--- src/rtl/sisc_fetch_pkg.sv ---
// Shared definitions for the SISC instruction-fetch front end.
package sisc_fetch_pkg;

    localparam int          SISC_AW       = 16;
    localparam int          SISC_DW       = 32;
    localparam logic [15:0] SISC_RESET_PC = 16'h0000;

    typedef enum logic {
        ST_FETCH  = 1'b0,
        ST_HALTED = 1'b1
    } fetch_state_t;

endpackage

--- src/rtl/sisc_fetch_fifo.sv ---
// Prefetch FIFO: DEPTH entries of W bits, synchronous flush, head entry read
// straight out of the storage registers.
module sisc_fetch_fifo #(
    parameter  int W     = 48,
    parameter  int DEPTH = 2,
    localparam int PW    = $clog2(DEPTH),
    localparam int CW    = PW + 1
) (
    input  logic          clk,
    input  logic          rst,
    input  logic          flush,
    input  logic          push,
    input  logic          pop,
    input  logic [W-1:0]  wdata,
    output logic [W-1:0]  rdata,
    output logic [CW-1:0] count
);

    logic [W-1:0]  r_mem [DEPTH];
    logic [PW-1:0] r_wr;
    logic [PW-1:0] r_rd;
    logic [CW-1:0] r_count;

    // Pointer and occupancy update; flush discards everything, including a concurrent pop.
    always_ff @(posedge clk) begin
        if (rst || flush) begin
            r_wr    <= '0;
            r_rd    <= '0;
            r_count <= '0;
        end else begin
            if (push) r_wr <= r_wr + 1'b1;
            if (pop)  r_rd <= r_rd + 1'b1;
            r_count <= r_count + CW'(push) - CW'(pop);
        end
    end

    // Entry storage; not reset because contents are only observed while count != 0.
    always_ff @(posedge clk) begin
        if (!rst && !flush && push)
            r_mem[r_wr] <= wdata;
    end

    assign rdata = r_mem[r_rd];
    assign count = r_count;

endmodule

--- src/rtl/sisc_fetch.sv ---
// SISC fetch front end: PC register, FETCH/HALTED control, redirect handling
// and a small prefetch FIFO feeding decode over valid/ready.
module sisc_fetch
    import sisc_fetch_pkg::*;
#(
    parameter  int          AW       = SISC_AW,
    parameter  int          DW       = SISC_DW,
    parameter  int          DEPTH    = 2,
    parameter  logic [AW-1:0] RESET_PC = AW'(SISC_RESET_PC),
    localparam int          CW       = $clog2(DEPTH) + 1
) (
    input  logic          clk,
    input  logic          rst,
    output logic [AW-1:0] im_addr,
    input  logic [DW-1:0] im_data,
    input  logic          br_taken,
    input  logic [AW-1:0] br_addr,
    input  logic          halt,
    output logic          ir_valid,
    input  logic          ir_ready,
    output logic [DW-1:0] ir_data,
    output logic [AW-1:0] ir_pc,
    output logic          halted
);

    fetch_state_t     r_state;
    fetch_state_t     w_state_nxt;
    logic [AW-1:0]    r_pc;
    logic [CW-1:0]    w_count;
    logic             w_push;
    logic             w_pop;
    logic [AW+DW-1:0] w_head;

    // Halt always wins; a redirect without halt is the only way back to fetching.
    always_comb begin
        w_state_nxt = r_state;
        if (halt)
            w_state_nxt = ST_HALTED;
        else if (br_taken)
            w_state_nxt = ST_FETCH;
    end

    // State register.
    always_ff @(posedge clk) begin
        if (rst) r_state <= ST_FETCH;
        else     r_state <= w_state_nxt;
    end

    // No pass-through when full: the count check ignores a same-cycle pop.
    assign w_push = (r_state == ST_FETCH) && !halt && !br_taken && (w_count < CW'(DEPTH));
    assign w_pop  = ir_valid && ir_ready && !br_taken;

    // PC: redirect loads the target, a push advances to the next word (wraps naturally).
    always_ff @(posedge clk) begin
        if (rst)
            r_pc <= RESET_PC;
        else if (br_taken)
            r_pc <= br_addr;
        else if (w_push)
            r_pc <= r_pc + 1'b1;
    end

    sisc_fetch_fifo #(.W(AW + DW), .DEPTH(DEPTH)) u_fifo (
        .clk   (clk),
        .rst   (rst),
        .flush (br_taken),
        .push  (w_push),
        .pop   (w_pop),
        .wdata ({r_pc, im_data}),
        .rdata (w_head),
        .count (w_count)
    );

    assign im_addr  = r_pc;
    assign ir_valid = (w_count != '0);
    assign ir_pc    = w_head[AW+DW-1:DW];
    assign ir_data  = w_head[DW-1:0];
    assign halted   = (r_state == ST_HALTED) && (w_count == '0);

endmodule

--- config.mk ---
export PLATFORM = sky130hd
export DESIGN_NAME = sisc_fetch
export DESIGN_NICKNAME = d
export VERILOG_FILES = /design/src/rtl/sisc_fetch_pkg.sv /design/src/rtl/sisc_fetch_fifo.sv /design/src/rtl/sisc_fetch.sv
export SDC_FILE = /design/constraint.sdc
export NUM_CORES = 1
export LEC_CHECK = 0
export CAP_MARGIN = 30
export CORE_ASPECT_RATIO = 0.5
export CORE_MARGIN = 3
export CORE_UTILIZATION = 45
export CTS_CLUSTER_SIZE = 30
export DETAILED_ROUTE_END_ITERATION = 12
export GPL_TIMING_DRIVEN = 0
export PLACE_DENSITY = 0.75
export SLEW_MARGIN = 20
export SYNTH_ARGS = -nofsm -noshare
export SYNTH_HDL_FRONTEND = slang
export SYNTH_SLANG_ARGS = --single-unit
--- constraint.sdc ---
create_clock -name clk -period 8.75 [get_ports clk]
set_clock_uncertainty 0.05 [all_clocks]
set_input_delay 2.625 -clock clk [delete_from_list [all_inputs] [get_ports clk]]
set_output_delay 2.625 -clock clk [all_outputs]
set_load 0.01 [all_outputs]
==> results of run 1 <==
-- routing by layer --
metal / share of wire / track usage / vias up
met3: 0.053 / 0.05601 / 17
met5: 0 / 0 / -
met2: 0.54 / 0.3237 / 102
met1: 0.39 / 0.2038 / 1455
met4: 0.018 / 0.07945 / 0
li1: - / - / 1402
-- placed cells by master, fill, tap and decap left out, types with 5 or more instances in the layout --
master,n
clkbuf_8,5
edfxtp_1,96
nor2_1,18
xor2_1,5
buf_2,5
a311oi_1,5
clkbuf_16,17
clkbuf_1,17
clkdlybuf4s50_1,118
a211oi_1,8
or3_1,6
nor3_1,8
dfxtp_1,22
inv_1,6
xnor2_1,9
nand2_1,13
mux2_2,48
-- cell families after synthesis --
logic type	count (synthesis)	synth area share
AO/OA/AOI/OAI	21	0.03270
XOR/XNOR	14	0.02670
adder cells (fa/ha/maj)	3	0.008175
buffers and inverters	19	0.01716
flip-flops	118	0.7237
multiplexers	48	0.1177
AND/OR/NAND/NOR	67	0.07385
-- power by group through the flow --
stage	Combinational (uW)	Clock, uW	Sequential (uW)
finish	92.9	609	635
global route	100	650	636
CTS	93.7	621	635
detailed placement	93.0	0	645
global placement	88.4	0	646
floorplan	31.8	0	645
-- area by class of cell --
| cell class | count | share of cell area |
|---|---|---|
| clock inverters | 4 | 0.003243 |
| repair buffers | 127 | 0.1915 |
| plain buffers | 13 | 0.008585 |
| clock buffers | 27 | 0.07821 |
| multi-input cells | 153 | 0.1826 |
| inverters | 6 | 0.003434 |
| well taps | 135 | 0.02575 |
| flip-flops and latches | 118 | 0.5067 |
-- stage by stage --
step	utilization	power, uW	std cells	hold WS, ns
floorplan	-	677.0	290	0.4542
global placement	0.6128	734.1	543	0.4485
detailed placement	0.6213	738.3	552	0.4542
CTS	0.6764	1349	583	0.4725
global route	0.6764	1386	583	0.4819
finish	0.6764	1337	583	0.4757
-- flip-flops by register name (all words and copies together), names as in the netlist, named ones only --
name	flops
r_state	1
im_addr	16
u_fifo.r_mem	96
u_fifo.count	2
u_fifo.r_rd	1
u_fifo.r_wr	1
-- worst max path at each step --
stage          from                            end  slack [ns]  cells after the start
2_1_floorplan  halt   u_fifo.r_mem[0][0]$_DFFE_PP_        0.46                      3
3_3_place_gp   halt  u_fifo.r_mem[0][18]$_DFFE_PP_       -2.29                      4
3_5_place_dp   halt  u_fifo.r_mem[1][18]$_DFFE_PP_        3.52                      4
4_1_cts        flop                    ir_data[27]        3.40                      4
5_1_grt        flop                       ir_pc[9]        3.26                      4
6_report       flop                    ir_data[27]        3.42                      4
==> impl_results.md, run 1 <==
- Relative slew slack: 0.4709
- Max cap viols: 0
- DP Area: 6025 sq um
- Crit path capture type: output port
- Layout Nets: 492
- Avg Synthesized Cell Area: 15.83 sq um
- ANT nets after route: 0
- Fin crit share: 0.6086
- Mapped cell area: 4592 sq um
- Die X: 148.9 um
- Most used cell, CP: clkbuf_1
- Worst-Skew Late Latency: 0.40 ns
- R2R cell count: 3
- Final GP Congestion: 0.8605
- R2R Path End: u_fifo.r_mem[1][0]$_DFFE_PP_
- Slew @ Worst Pin: 0.7876 ns
- Detailed Route WL: 10.01 mm
- Via/cell ratio: 5.105
- Fin. Hold Viols: 0
- Critical path arrival: 2.65 ns
- Worst Hold End: u_fifo.r_mem[1][47]$_DFFE_PP_
- Hold depth: 0
- Row count: 25
- Clock share of power: 0.456
- Syn_nets: 346
- Worst Path Buf+Inv: 3
- R2R Setup Slk: 6.32 ns
- Largest cells by area after synthesis: edfxtp_1, mux2_2, dfxtp_1
- Data required, critical path: 6.08 ns
- Top_reg_cell synth: edfxtp_1
- CTS buffer count: 17
- Internal power: 1073 uW
- Setup Buffers After CTS: 0
- Fin worst setup slack: 3.425 ns
- DRC errors left: 0
- Core area: 9697 sq um
- Final setup TNS: 0 ns
- Logic pwr share: 0.069
- Synth cell count leaders: edfxtp_1, mux2_2, dfxtp_1, nor2_1, nand2_1
- Layout Cell Area excl Fill: 6559 sq um
- Sw Share: 0.1973
- Starting Density: 0.4735
- Reg2reg start: r_state$_SDFFE_PP0P_
- Ys Warns: 0
- RSZ-0062 raised after global routing: false
- Worst VDD drop: 0.0001410 V
- Initial antenna violation count: 0
- CP max stage cell: clkbuf_1
- TritonCTS clock tree: yes
- Status: finished, final reports clean
- Port Buf Inserts: 118
- FF/Latch Area: 3323 sq um
- DR vias: 2976
- Tmin final: 5.325 ns
- Sequential share of power: 0.475
- Cell taking the most area after synthesis: edfxtp_1
- Pre-antenna DRT Iters: 4
- First-pass GRT wire length: 16.15 mm
- Slowest stage delay, CP: 0.51 ns
- Hold wc startpoint: im_addr[15]$_SDFFE_PP0P_
- Fill cells: 693
- Hold Path Class: reg2reg
- Hold-fix buffers at CTS: 0
- Largest net degree at the start of global routing: 26
- Crit path cell chain: clkbuf_1, clkbuf_1, mux2_2, clkdlybuf4s50_1
- Detailed placement HPWL: 7.092 mm
- Number of DRC markers in iteration 0: 168
- CTS Sinks: 118
- Max H-tree Level: 4
- All-Layer GR Usage: 0.1821
- Post-synth EDFFs: 96
- Top delay family on crit path: buffers and inverters
- Crit path kind: reg2out
- Maximum buffer depth of the clock tree: 2
- Die Area: 11530 sq um
- Leakage: 0.002220 uW
- Total grt overflow: 0
- Clock transition at path regs: 0.05 ns
- # diodes: 0
- Mapped Cells: 290
- Number of library cell types mapped by synthesis: 29
- Vias in the first global route: 3225
- Sequential share of the synthesized area: 0.7237
- Dpl ws: 3.517 ns
- Layout cell share with drive strength beyond 1: 0.1942
- Final Setup Violations: 0
- Ports: 119
- Count leader, synth: edfxtp_1
- #FFs+latches synth: 118
- Max-slew violation count: 0
- Clk root buf: clkbuf_16
- CP Launch Type: flop
- Area of the multi-input gates: 1197 sq um
- P&R area growth vs syn: 42.83%
- Chip height: 77.43 um
- Net Switching: 263.8 uW
- Power Density: 203.9 nW/um^2
- Async SR Flop Fraction: 0
- Share of the synthesized area in the top cell type: 0.6278
- DR WL/cell: 17.17 um
- Post_cts resized: 0
- CP max FO: 10
- Peak Freq: 187.8 MHz
No activity file was read; power rests on OpenSTA's default activity.
==> inputs of run 2 (changes only) <==
Clock period 8.75 ns to 5.4 ns, I/O delays scaled along.
==> run 2 against run 1 <==
  * Die area unchanged
  * Count of clock-buffer cells in the layout down 4
  * Flip-flop and latch count unchanged
  * Final cell count shrank 0.51%
  * Cell area grew 1.5%
  * Register-to-register slack worse by 3.3 ns
  * Global-route usage grew 0.32 points
  * Core utilization rose by 0.99 points
  * Setup slack worse by 2.3 ns
  * Routed wire length is 2.8% higher
  * Hold slack improved by 0.0088 ns
  * Largest power group is now clock
  * Highest routed layer unchanged
==> impl_results.md, run 2 (same netlist as run 1, synthesis figures left out) <==
- ANT nets after route: 0
- Peak Freq: 233.6 MHz
- # diodes: 0
- Layout cell share with drive strength beyond 1: 0.1978
- Die Area: 11530 sq um
- Hold-fix buffers at CTS: 0
- Fin cells: 580
- Initial antenna violation count: 0
- CP Launch Type: flop
- P&R area growth vs syn: 44.93%
- Most used cell, CP: clkbuf_1
- Max-slew violation count: 0
- Core area: 9697 sq um
- Status: finished, final reports clean
- Placed cell count: 548
- Met1 usage: 0.2185
- Slowest stage delay, CP: 0.50 ns
- Worst Path Buf+Inv: 3
- CP max stage cell: clkbuf_1
- Critical path arrival: 2.61 ns
- TritonCTS clock tree: yes
- CTS Sinks: 118
- R2R Path End: u_fifo.r_mem[1][22]$_DFFE_PP_
- Reg2reg start: r_state$_SDFFE_PP0P_
- Max cap viols: 0
- Leakage: 0.002251 uW
- Hold depth: 0
- Data required, critical path: 3.73 ns
- Die X: 148.9 um
- All-Layer GR Usage: 0.1853
- Fin worst setup slack: 1.119 ns
- Setup Buffers After CTS: 0
- Port Buf Inserts: 118
- Max H-tree Level: 4
- First-pass GRT wire length: 16.24 mm
- GR Util met2: 0.3182
- Relative slew slack: 0.4400
- Hold Path Class: reg2reg
- Post_cts resized: 0
- M3 GR Usage: 0.05134
- CTS buffer count: 17
- Pre-antenna DRT Iters: 4
- R2R Setup Slk: 3.05 ns
- Layout Nets: 488
- Vias in the first global route: 3181
- Top delay family on crit path: buffers and inverters
- Fin. Hold Viols: 0
- Most common cell after layout, fill and taps aside: clkdlybuf4s50_1
- Worst Hold End: u_fifo.r_mem[1][36]$_DFFE_PP_
- Largest net degree at the start of global routing: 33
- Crit path capture type: output port
- Busiest layer in global routing: met2
- Total grt overflow: 0
- RSZ-0062 raised after global routing: false
- DR WL/cell: 17.73 um
- Crit path kind: reg2out
- Dpl ws: 1.278 ns
- Max FFs per register: 96
- Most frequent cells in the layout: clkdlybuf4s50_1, edfxtp_1, mux2_2
- Final GP Congestion: 0.8420
- Hold wc startpoint: im_addr[4]$_SDFFE_PP0P_
- Chip height: 77.43 um
- Maximum buffer depth of the clock tree: 2
- Fin crit share: 0.7928
- Tmin final: 4.281 ns
- Row count: 25
- Detailed placement HPWL: 7.021 mm
- Via/cell ratio: 5.040
- Worst-Skew Late Latency: 0.41 ns
- Starting Density: 0.4735
- Worst VDD drop: 0.0002331 V
- Slew @ Worst Pin: 0.8336 ns
- Reg with most FFs: u_fifo.r_mem
- Crit path cell chain: clkbuf_1, clkbuf_1, mux2_2, clkdlybuf4s50_1
- R2R cell count: 3
- Clk root buf: clkbuf_16
- CP max FO: 10
- DR vias: 2923
- Fill cells: 687
- Number of DRC markers in iteration 0: 166
- Power Density: 357.4 nW/um^2
- Final Setup Violations: 0
- DRC errors left: 0
- Clock transition at path regs: 0.06 ns
- Ports: 119
- Detailed Route WL: 10.29 mm
## run 2: cell types whose count changed in the layout (fill, tap and decap cells not counted), moves of 2 or more
cell | previous run | this run
clkbuf_1 | 17 | 14
buf_2 | 5 | 0
clkinv_2 | 2 | 4
bufinv_16 | 0 | 4
## run 2: per-layer routing
| metal | share of wire | vias up |
|---|---|---|
| li1 | - | 1408 |
| met1 | 0.41 | 1421 |
| met2 | 0.53 | 79 |
| met3 | 0.044 | 15 |
| met4 | 0.013 | 0 |
| met5 | 0 | - |
## run 2: cell type report
| class | count | area, sq um | area share |
|---|---|---|---|
| Timing Repair Buffer | 123 | 1242 | 0.1867 |
| Multi-Input combinational cell | 153 | 1206 | 0.1812 |
| Clock inverter | 9 | 147.6 | 0.02218 |
| Sequential cell | 118 | 3323 | 0.4993 |
| Buffer | 13 | 56.30 | 0.008460 |
| Tap cell | 135 | 168.9 | 0.02538 |
| Inverter | 6 | 22.52 | 0.003384 |
| Clock buffer | 23 | 488.0 | 0.07332 |
## run 2: how the worst max path moves through the flow
stage               slack [ns]  cells after the start                            end
floorplan                 0.14                      3   u_fifo.r_mem[0][0]$_DFFE_PP_
global placement         -1.65                      4  u_fifo.r_mem[0][15]$_DFFE_PP_
detailed placement        1.28                      4   u_fifo.r_mem[1][7]$_DFFE_PP_
CTS                       1.07                      4                    ir_data[28]
global route              0.94                      4                    ir_data[28]
finish                    1.12                      4                       ir_pc[8]
## run 2: report_power, final
| part | leakage [uW] | internal, uW | switching (uW) |
|---|---|---|---|
| registers | 0.00106 | 1010 | 20.4 |
| clock network | 0.000313 | 818 | 381 |
| logic | 0.000874 | 89.8 | 61.8 |
## run 2: per-stage QoR
step / hold slack [ns] / instance area [sq um] / power, uW / setup TNS, ns / utilization
2_1_floorplan: 0.4542 / 4598 / 1097 / 0 / -
4_1_cts: 0.4792 / 6655 / 2394 / 0 / 0.6863
3_3_place_gp: 0.4478 / 5948 / 1189 / -79.00 / 0.6134
3_5_place_dp: 0.4692 / 6020 / 1197 / 0 / 0.6208
5_1_grt: 0.4947 / 6655 / 2454 / 0 / 0.6863
6_report: 0.4844 / 6655 / 2378 / 0 / 0.6863
==> inputs of run 3 (changes only) <==
Clock period 5.4 ns to 4.2 ns, I/O delays scaled along.
==> run 3 against run 2 <==
  * Non-clock buffer count stayed put
  * Sequential share of layout area is 0.42 points higher
  * Sequential power is 28% higher
  * Register-to-register slack worse by 1.3 ns
  * Critical endpoint is now ir_pc[10]
  * Largest cell class unchanged
  * Cell area is 0.83% lower
==> impl_results.md, run 3 (same netlist as run 1, synthesis figures left out) <==
- Slowest stage delay, CP: 0.50 ns
- Initial antenna violation count: 0
- Hold-fix buffers at CTS: 0
- Status: finished, final reports clean
- Setup Buffers After CTS: 0
- Hold slack: 0.4913 ns
- All-Layer GR Usage: 0.1812
- TritonCTS clock tree: yes
- Max cap viols: 0
- Ports: 119
- Max-slew violation count: 0
- Most frequent cells in the layout: clkdlybuf4s50_1, edfxtp_1, mux2_2
- Total grt overflow: 0
- Slew @ Worst Pin: 0.9154 ns
- CTS Sinks: 118
- Worst Path Buf+Inv: 3
- Max FFs per register: 96
- Detailed placement HPWL: 6.973 mm
- Placed cell count: 548
- M3 GR Usage: 0.05134
- Leakage: 0.002225 uW
- Fin crit share: 0.9276
- Critical path arrival: 2.59 ns
- Tmin final: 3.896 ns
- CP max stage cell: clkbuf_1
- Via/cell ratio: 5.122
- Crit path cell chain: clkbuf_1, clkbuf_1, mux2_2, clkdlybuf4s50_1
- CP Launch Type: flop
- Top delay family on crit path: buffers and inverters
- R2R cell count: 6
- Reg with most FFs: u_fifo.r_mem
- Port Buf Inserts: 118
- Final Setup Violations: 0
- Fin cells: 580
- # diodes: 0
- Maximum buffer depth of the clock tree: 2
- CTS buffer count: 17
- Hold Path Class: reg2reg
- Peak Freq: 256.7 MHz
- Dpl ws: 0.3397 ns
- Max H-tree Level: 4
- Final GP Congestion: 0.8317
- Most common cell after layout, fill and taps aside: clkdlybuf4s50_1
- Die Area: 11530 sq um
- Fin. Hold Viols: 0
- Fin worst setup slack: 0.3040 ns
- Most used cell, CP: clkbuf_1
- Core Util, Final: 0.6806
- Largest net degree at the start of global routing: 32
- Detailed Route WL: 10.10 mm
- Row count: 25
- Crit path kind: reg2out
- Worst-Skew Late Latency: 0.40 ns
- Chip height: 77.43 um
- Crit path capture type: output port
- Busiest layer in global routing: met2
- Layout cell share with drive strength beyond 1: 0.1910
- Vias in the first global route: 3116
- DR vias: 2971
- Worst VDD drop: 0.0002872 V
- Met1 usage: 0.2118
- DRC errors left: 0
- DR WL/cell: 17.42 um
- Core area: 9697 sq um
- Layout Nets: 488
- Power Density: 439.2 nW/um^2
- Number of DRC markers in iteration 0: 201
- Data required, critical path: 2.89 ns
- Starting Density: 0.4735
- Die X: 148.9 um
- Relative slew slack: 0.3850
- ANT nets after route: 0
- Pre-antenna DRT Iters: 4
- RSZ-0062 raised after global routing: false
- Post_cts resized: 0
- Hold depth: 0
- WP depth: 4
- P&R area growth vs syn: 43.73%
- GR Util met2: 0.3178
- Clk root buf: clkbuf_16
- Clock transition at path regs: 0.05 ns
- CP max FO: 10
- First-pass GRT wire length: 15.95 mm
==> run 3: final timing paths <==
path	startpoint	endpoint	slack (ns)
worst max-delay path	flop	ir_pc[10]	0.30
worst min-delay path	im_addr[15]$_SDFFE_PP0P_	u_fifo.r_mem[1][47]$_DFFE_PP_	0.49
worst max register to register	r_state$_SDFFE_PP0P_	u_fifo.r_mem[0][15]$_DFFE_PP_	1.72
worst min register to register	im_addr[15]$_SDFFE_PP0P_	u_fifo.r_mem[1][47]$_DFFE_PP_	0.49
==> run 3: area by class of cell <==
type                            instances  area [sq um]
Clock buffer                           29         540.5
Inverter                                6         22.52
Tap cell                              135         168.9
Clock inverter                          3         40.04
Fill cell                             656          3097
Sequential cell                       118          3323
Buffer                                 13         56.30
Timing Repair Buffer                  123          1242
Multi-Input combinational cell        153          1206
==> run 3: layer usage <==
layer / part of all wire / up-vias / wire [um]
met4: 0.015 / 0 / 148
li1: - / 1399 / -
met2: 0.53 / 104 / 5341
met1: 0.41 / 1453 / 4094
met3: 0.051 / 15 / 516
met5: 0 / - / 0
==> run 3: report_power, final <==
group          leakage [uW]  internal [uW]  total (uW)  switching [uW]
Sequential          0.00106           1300        1320            26.3
Combinational      0.000874            116         196            80.1
Clock              0.000288            922        1380             458
Total               0.00223           2330        2900             565
==> run 3: metrics by stage <==
step / setup TNS, ns / cell area [sq um] / power [uW]
floorplan: 0 / 4607 / 1410
global placement: -61.71 / 5957 / 1528
detailed placement: 0 / 6020 / 1540
CTS: 0 / 6600 / 2928
global route: 0 / 6600 / 2998
finish: 0 / 6600 / 2899
==> RTL edit 1: new RTL, flow settings as in run 3 <==
Make the reset (`rst`) asynchronous in 2 clocked blocks.
--- a/src/rtl/sisc_fetch.sv
+++ b/src/rtl/sisc_fetch.sv
@@ -43,3 +43,3 @@
     // State register.
-    always_ff @(posedge clk) begin
+    always_ff @(posedge clk or posedge rst) begin
         if (rst) r_state <= ST_FETCH;
@@ -53,3 +53,3 @@
     // PC: redirect loads the target, a push advances to the next word (wraps naturally).
-    always_ff @(posedge clk) begin
+    always_ff @(posedge clk or posedge rst) begin
         if (rst)
Behaviour: differs if rst is asserted again (counterexample within 4 cycles, from zero or initial values and one cycle with rst high); with rst held inactive, the same outputs for 4 cycles.
==> RTL edit 1 against run 3 <==
Sequential cell count is the same; count of clock-buffer cells in the layout shrank 11; utilization shrank 0.31 points; die area grew 1.5%; sequential share of layout area grew 1.2 points; synthesized area grew 1.6%; non-clock buffer count shrank 3; design area grew 0.19%; power shrank 3.1%; hold slack lost 25 ps; worst setup slack lost 6.5 ps; routed wire length shrank 0.43%; critical path type unchanged; critical endpoint is now ir_data[28].
==> RTL edit 1: results (changes against run 3) <==
detailed_routing:
  drtIter0Drc: 188  # -6.5%
  routed_wl_um: 10100  # -0.43%
  met3_length_um: 493  # -4.5%
  wl_met2_um: 5380  # +0.79%
  vias_per_cell: 5.10  # -0.42%
  met1_length_um: 4030  # -1.5%
finish:
  drive_above_1_share: 0.186  # -0.00540
  multi_input_area_um2: 1210  # +0.73%
  multi_input_gates: 147  # -3.9%
  buf_share: 0.194  # -0.00302
  seqCellArea_um2: 3410  # +2.6%
  clk_share: 0.0787  # -0.00925
  n_all_buffers: 133  # -2.2%
  layout.non_clock_inverters: 5  # -1
  n_clock_buffer: 18  # -38%
  n_fill_cell: 667  # +1.7%
pwr:
  leakagePower_nw: 2.28  # +2.3%
  vdd_drop_max_mv: 0.305  # +6.3%
setup_path:
  crit_slowest_cell: "clkdlybuf4s50_1"
  rrSetupSlack_ps: 1820  # +100 ps
  crit_end: "ir_data[28]"
  ff2ff_path_depth: 4  # -2
  reg2reg_from: "r_state"
  regToRegEndpoint: "u_fifo.r_mem[0][16]"
global_route:
  grt_max_degree: 32  # unchanged
  grt_usage: 0.188  # +0.00671
  grt_pass1_wl_um: 16500  # +3.3%
place:
  post-dp-hpwl_um: 7110  # +1.9%
  dpl_worst_slack_ps: 427  # +87.6 ps
  dpl.cell_count: 538  # -1.8%
  routabilityCongestion: 0.773  # -7.0%
  dpl-instance-area_um2: 6090  # +1.2%
timing:
  tightest_slew_ps: 758  # -157 ps
  finalCritPeriodShare: 0.929  # +0.00154
outcome:
  status: "finished, final reports clean"
synthesis:
  syn_nets: 336  # -2.9%
  yosys-mux-area-fraction: 0.118  # +0.000315
  synthAdderAreaFrac: 0.00805  # -0.000127
  syn_inst: 280  # -3.4%
  ys_top_cells_by_area: "edfxtp_1, mux2_2, dfrtp_1"
  synth_common_cells: "edfxtp_1, mux2_2, dfrtp_1, nand2_1, o21ai_0"
  async_flop_share: 0.144  # +0.144
  synth_compound_area_frac: 0.0268  # -0.00587
  seq_area_frac_synth: 0.731  # +0.00698
  synthDistinctLibCells: 35  # +21%
-- RTL edit 1: cell types whose count changed after synthesis, moves of 5 or more --
| cell | delta |
|---|---|
| nor2_1 | -13 |
| a311oi_1 | -5 |
| dfrtp_1 | +17 |
| or3_1 | -5 |
| a211oi_1 | -8 |
| dfxtp_1 | -17 |
| o21ai_0 | +9 |
-- RTL edit 1: power groups by stage --
stage / clock network [W] / registers [W] / logic [W]
floorplan: 0 / 0.00135 / 0.0000625
global placement: 0 / 0.00135 / 0.000182
detailed placement: 0 / 0.00135 / 0.000190
CTS: 0.00131 / 0.00133 / 0.000193
global route: 0.00137 / 0.00133 / 0.000205
finish: 0.00129 / 0.00133 / 0.000190
-- RTL edit 1: logic make-up after synthesis --
| kind of cell | count (synthesis) |
|---|---|
| muxes | 49 |
| AOI/OAI and AO/OA | 20 |
| DFF | 118 |
| adders and majority gates | 3 |
| buffers and inverters | 15 |
| xor gates and xnor gates | 15 |
| and+or+nand+nor | 60 |
-- RTL edit 1: how the worst min path moves through the flow --
stage / start / end / slack, ps / depth (start not counted)
final: im_addr[6] / u_fifo.r_mem[0][38] / 470 / 0
after global routing: im_addr[6] / u_fifo.r_mem[0][38] / 470 / 0
after CTS: im_addr[6] / u_fifo.r_mem[0][38] / 470 / 0
after detailed placement: im_addr[6] / u_fifo.r_mem[0][38] / 460 / 0
after global placement: im_addr[6] / u_fifo.r_mem[0][38] / 440 / 0
after floorplan: u_fifo.r_rd / flip-flop / 470 / 2
-- RTL edit 1: per-layer routing --
layer | up-vias | global-route usage
met2 | 86 | 0.328
met5 | - | 0
met4 | 0 | 0.0712
li1 | 1363 | -
met3 | 14 | 0.0531
met1 | 1424 | 0.222
==> RTL edit 2: new RTL, flow settings as in run 3 <==
Made on the original files. `DEPTH` is set to 2 in 2 places; all go to 8.
--- a/src/rtl/sisc_fetch_fifo.sv
+++ b/src/rtl/sisc_fetch_fifo.sv
@@ -4,3 +4,3 @@
     parameter  int W     = 48,
-    parameter  int DEPTH = 2,
+    parameter  int DEPTH = 8,
     localparam int PW    = $clog2(DEPTH),
--- a/src/rtl/sisc_fetch.sv
+++ b/src/rtl/sisc_fetch.sv
@@ -7,3 +7,3 @@
     parameter  int          DW       = SISC_DW,
-    parameter  int          DEPTH    = 2,
+    parameter  int          DEPTH    = 8,
     parameter  logic [AW-1:0] RESET_PC = AW'(SISC_RESET_PC),
Function: changed (Yosys sat finds a counterexample within 4 cycles, from zero or initial values and one cycle with rst high).
==> RTL edit 2 against run 3 <==
Synthesized area rose to 3.5 times the old value; power rose to 2.8 times the old value; worst setup slack got worse by 220 ps; routed wire length rose to 3.4 times the old value; sequential cell count rose by 296; global-route usage rose by 0.28 points; first-iteration DRC count rose to 4.1 times the old value; register-to-register slack got worse by 390 ps; design area rose to 3.0 times the old value; via count rose to 2.7 times the old value; non-clock buffer count rose by 44; count of clock-buffer cells in the layout rose by 21; critical path type unchanged; largest power group is now sequential cells.
==> RTL edit 2: results (changes against run 3) <==
outcome:
  status: "finished, final reports clean"
synthesis:
  ys_top_cells_by_area: "edfxtp_1, mux4_2, dfxtp_1"
  synthXorXnorAreaFrac: 0.00928  # -0.0174
  seq_area_frac_synth: 0.756  # +0.0324
  synthDistinctLibCells: 46  # +59%
  yosys-mux-area-fraction: 0.168  # +0.0507
  synthAdderAreaFrac: 0.00671  # -0.00147
  synth_edf_count: 384  # +300%
  synth_compound_area_frac: 0.0139  # -0.0188
global_route:
  grt_max_degree: 20  # -38%
  grt_usage: 0.184  # +0.00276
  grt_pass1_vias: 8476  # +170%
  grt_pass1_wl_um: 52900  # +230%
detailed_routing:
  drtIter0Drc: 817  # +310%
  vias_per_cell: 5.65  # +10%
  routed_wl_um: 34300  # +240%
timing:
  tightest_slew_ps: 785  # -131 ps
  worst_hold_slack_ps: 438  # -53.8 ps
place:
  dpl-instance-area_um2: 18400  # +210%
  routabilityCongestion: 0.842  # +1.3%
  post-dp-hpwl_um: 22500  # +220%
  portBuffers: 117  # -0.85%
clocking:
  cts-resized-gates: 16  # +16
  cts_htree_levels: 2  # -2
  cts_buffers: 38  # +21
worst_hold_path:
  min-delay-start: "u_fifo.r_rd[1]"
setup_path:
  arrival_ps: 2810  # +220 ps
  crit_slowest_cell: "dfxtp_1"
finish:
  final_cells: 1435  # +150%
  drive_above_1_share: 0.279  # +0.0882
  n_fill_cell: 2497  # +280%
  largest_reg_flops: 384  # +300%
  final_net_count: 996  # +100%
floorplanning:
  die-area_um2: 38100  # +230%
pwr:
  vdd_drop_max_mv: 0.248  # -14%
==> RTL edit 2: cell count changes after synthesis, moves of 5 or more <==
cell	delta
or3_1	-5
a21oi_1	+9
clkbuf_1	+7
mux4_2	+96
a211oi_1	-5
nor2_1	+9
dfxtp_1	+8
buf_1	+5
edfxtp_1	+288
buf_2	+7
buf_4	+5
==> RTL edit 2: power by group <==
group | total [W] | switching, W | internal (W)
clock network | 0.00323 | 0.00140 | 0.00183
registers | 0.00459 | 0.0000500 | 0.00454
logic | 0.000324 | 0.000153 | 0.000170
==> RTL edit 2: cell families (layout without fill, tap and decap cells) <==
logic type,count (synthesis),after routing
flip-flops,414,414
multiplexers,144,144
AND/OR/NAND/NOR,91,91
buffers and inverters,47,255
AO/OA/AOI/OAI,31,31
XOR/XNOR,17,17
adder cells (fa/ha/maj),8,8
==> RTL edit 2: final timing paths <==
check	to	slack [ps]	cells after the start
setup reg to reg	u_fifo.r_mem[0][9]	1330	5
setup / recovery	ir_data[23]	80	5
hold / removal	u_fifo.r_rd[1]	440	2
hold reg to reg	u_fifo.r_rd[1]	440	2
==> RTL edit 2: layout make-up <==
type / count / area, µm² / area share
clock inverters: 15 / 133 / 0.00678
plain buffers: 35 / 206 / 0.0106
inverters: 10 / 37.5 / 0.00192
repair buffers: 145 / 1650 / 0.0842
multi-input cells: 291 / 3780 / 0.194
clock buffers: 50 / 1020 / 0.0520
flip-flops and latches: 414 / 12100 / 0.621
well taps: 475 / 594 / 0.0304
==> RTL edit 2: layer usage <==
| layer | up-vias | global-route usage | routed length [µm] |
|---|---|---|---|
| li1 | 3477 | - | - |
| met1 | 4258 | 0.259 | 14500 |
| met2 | 312 | 0.301 | 17000 |
| met3 | 64 | 0.0333 | 2060 |
| met4 | 0 | 0.0465 | 671 |
| met5 | - | 0 | 0 |
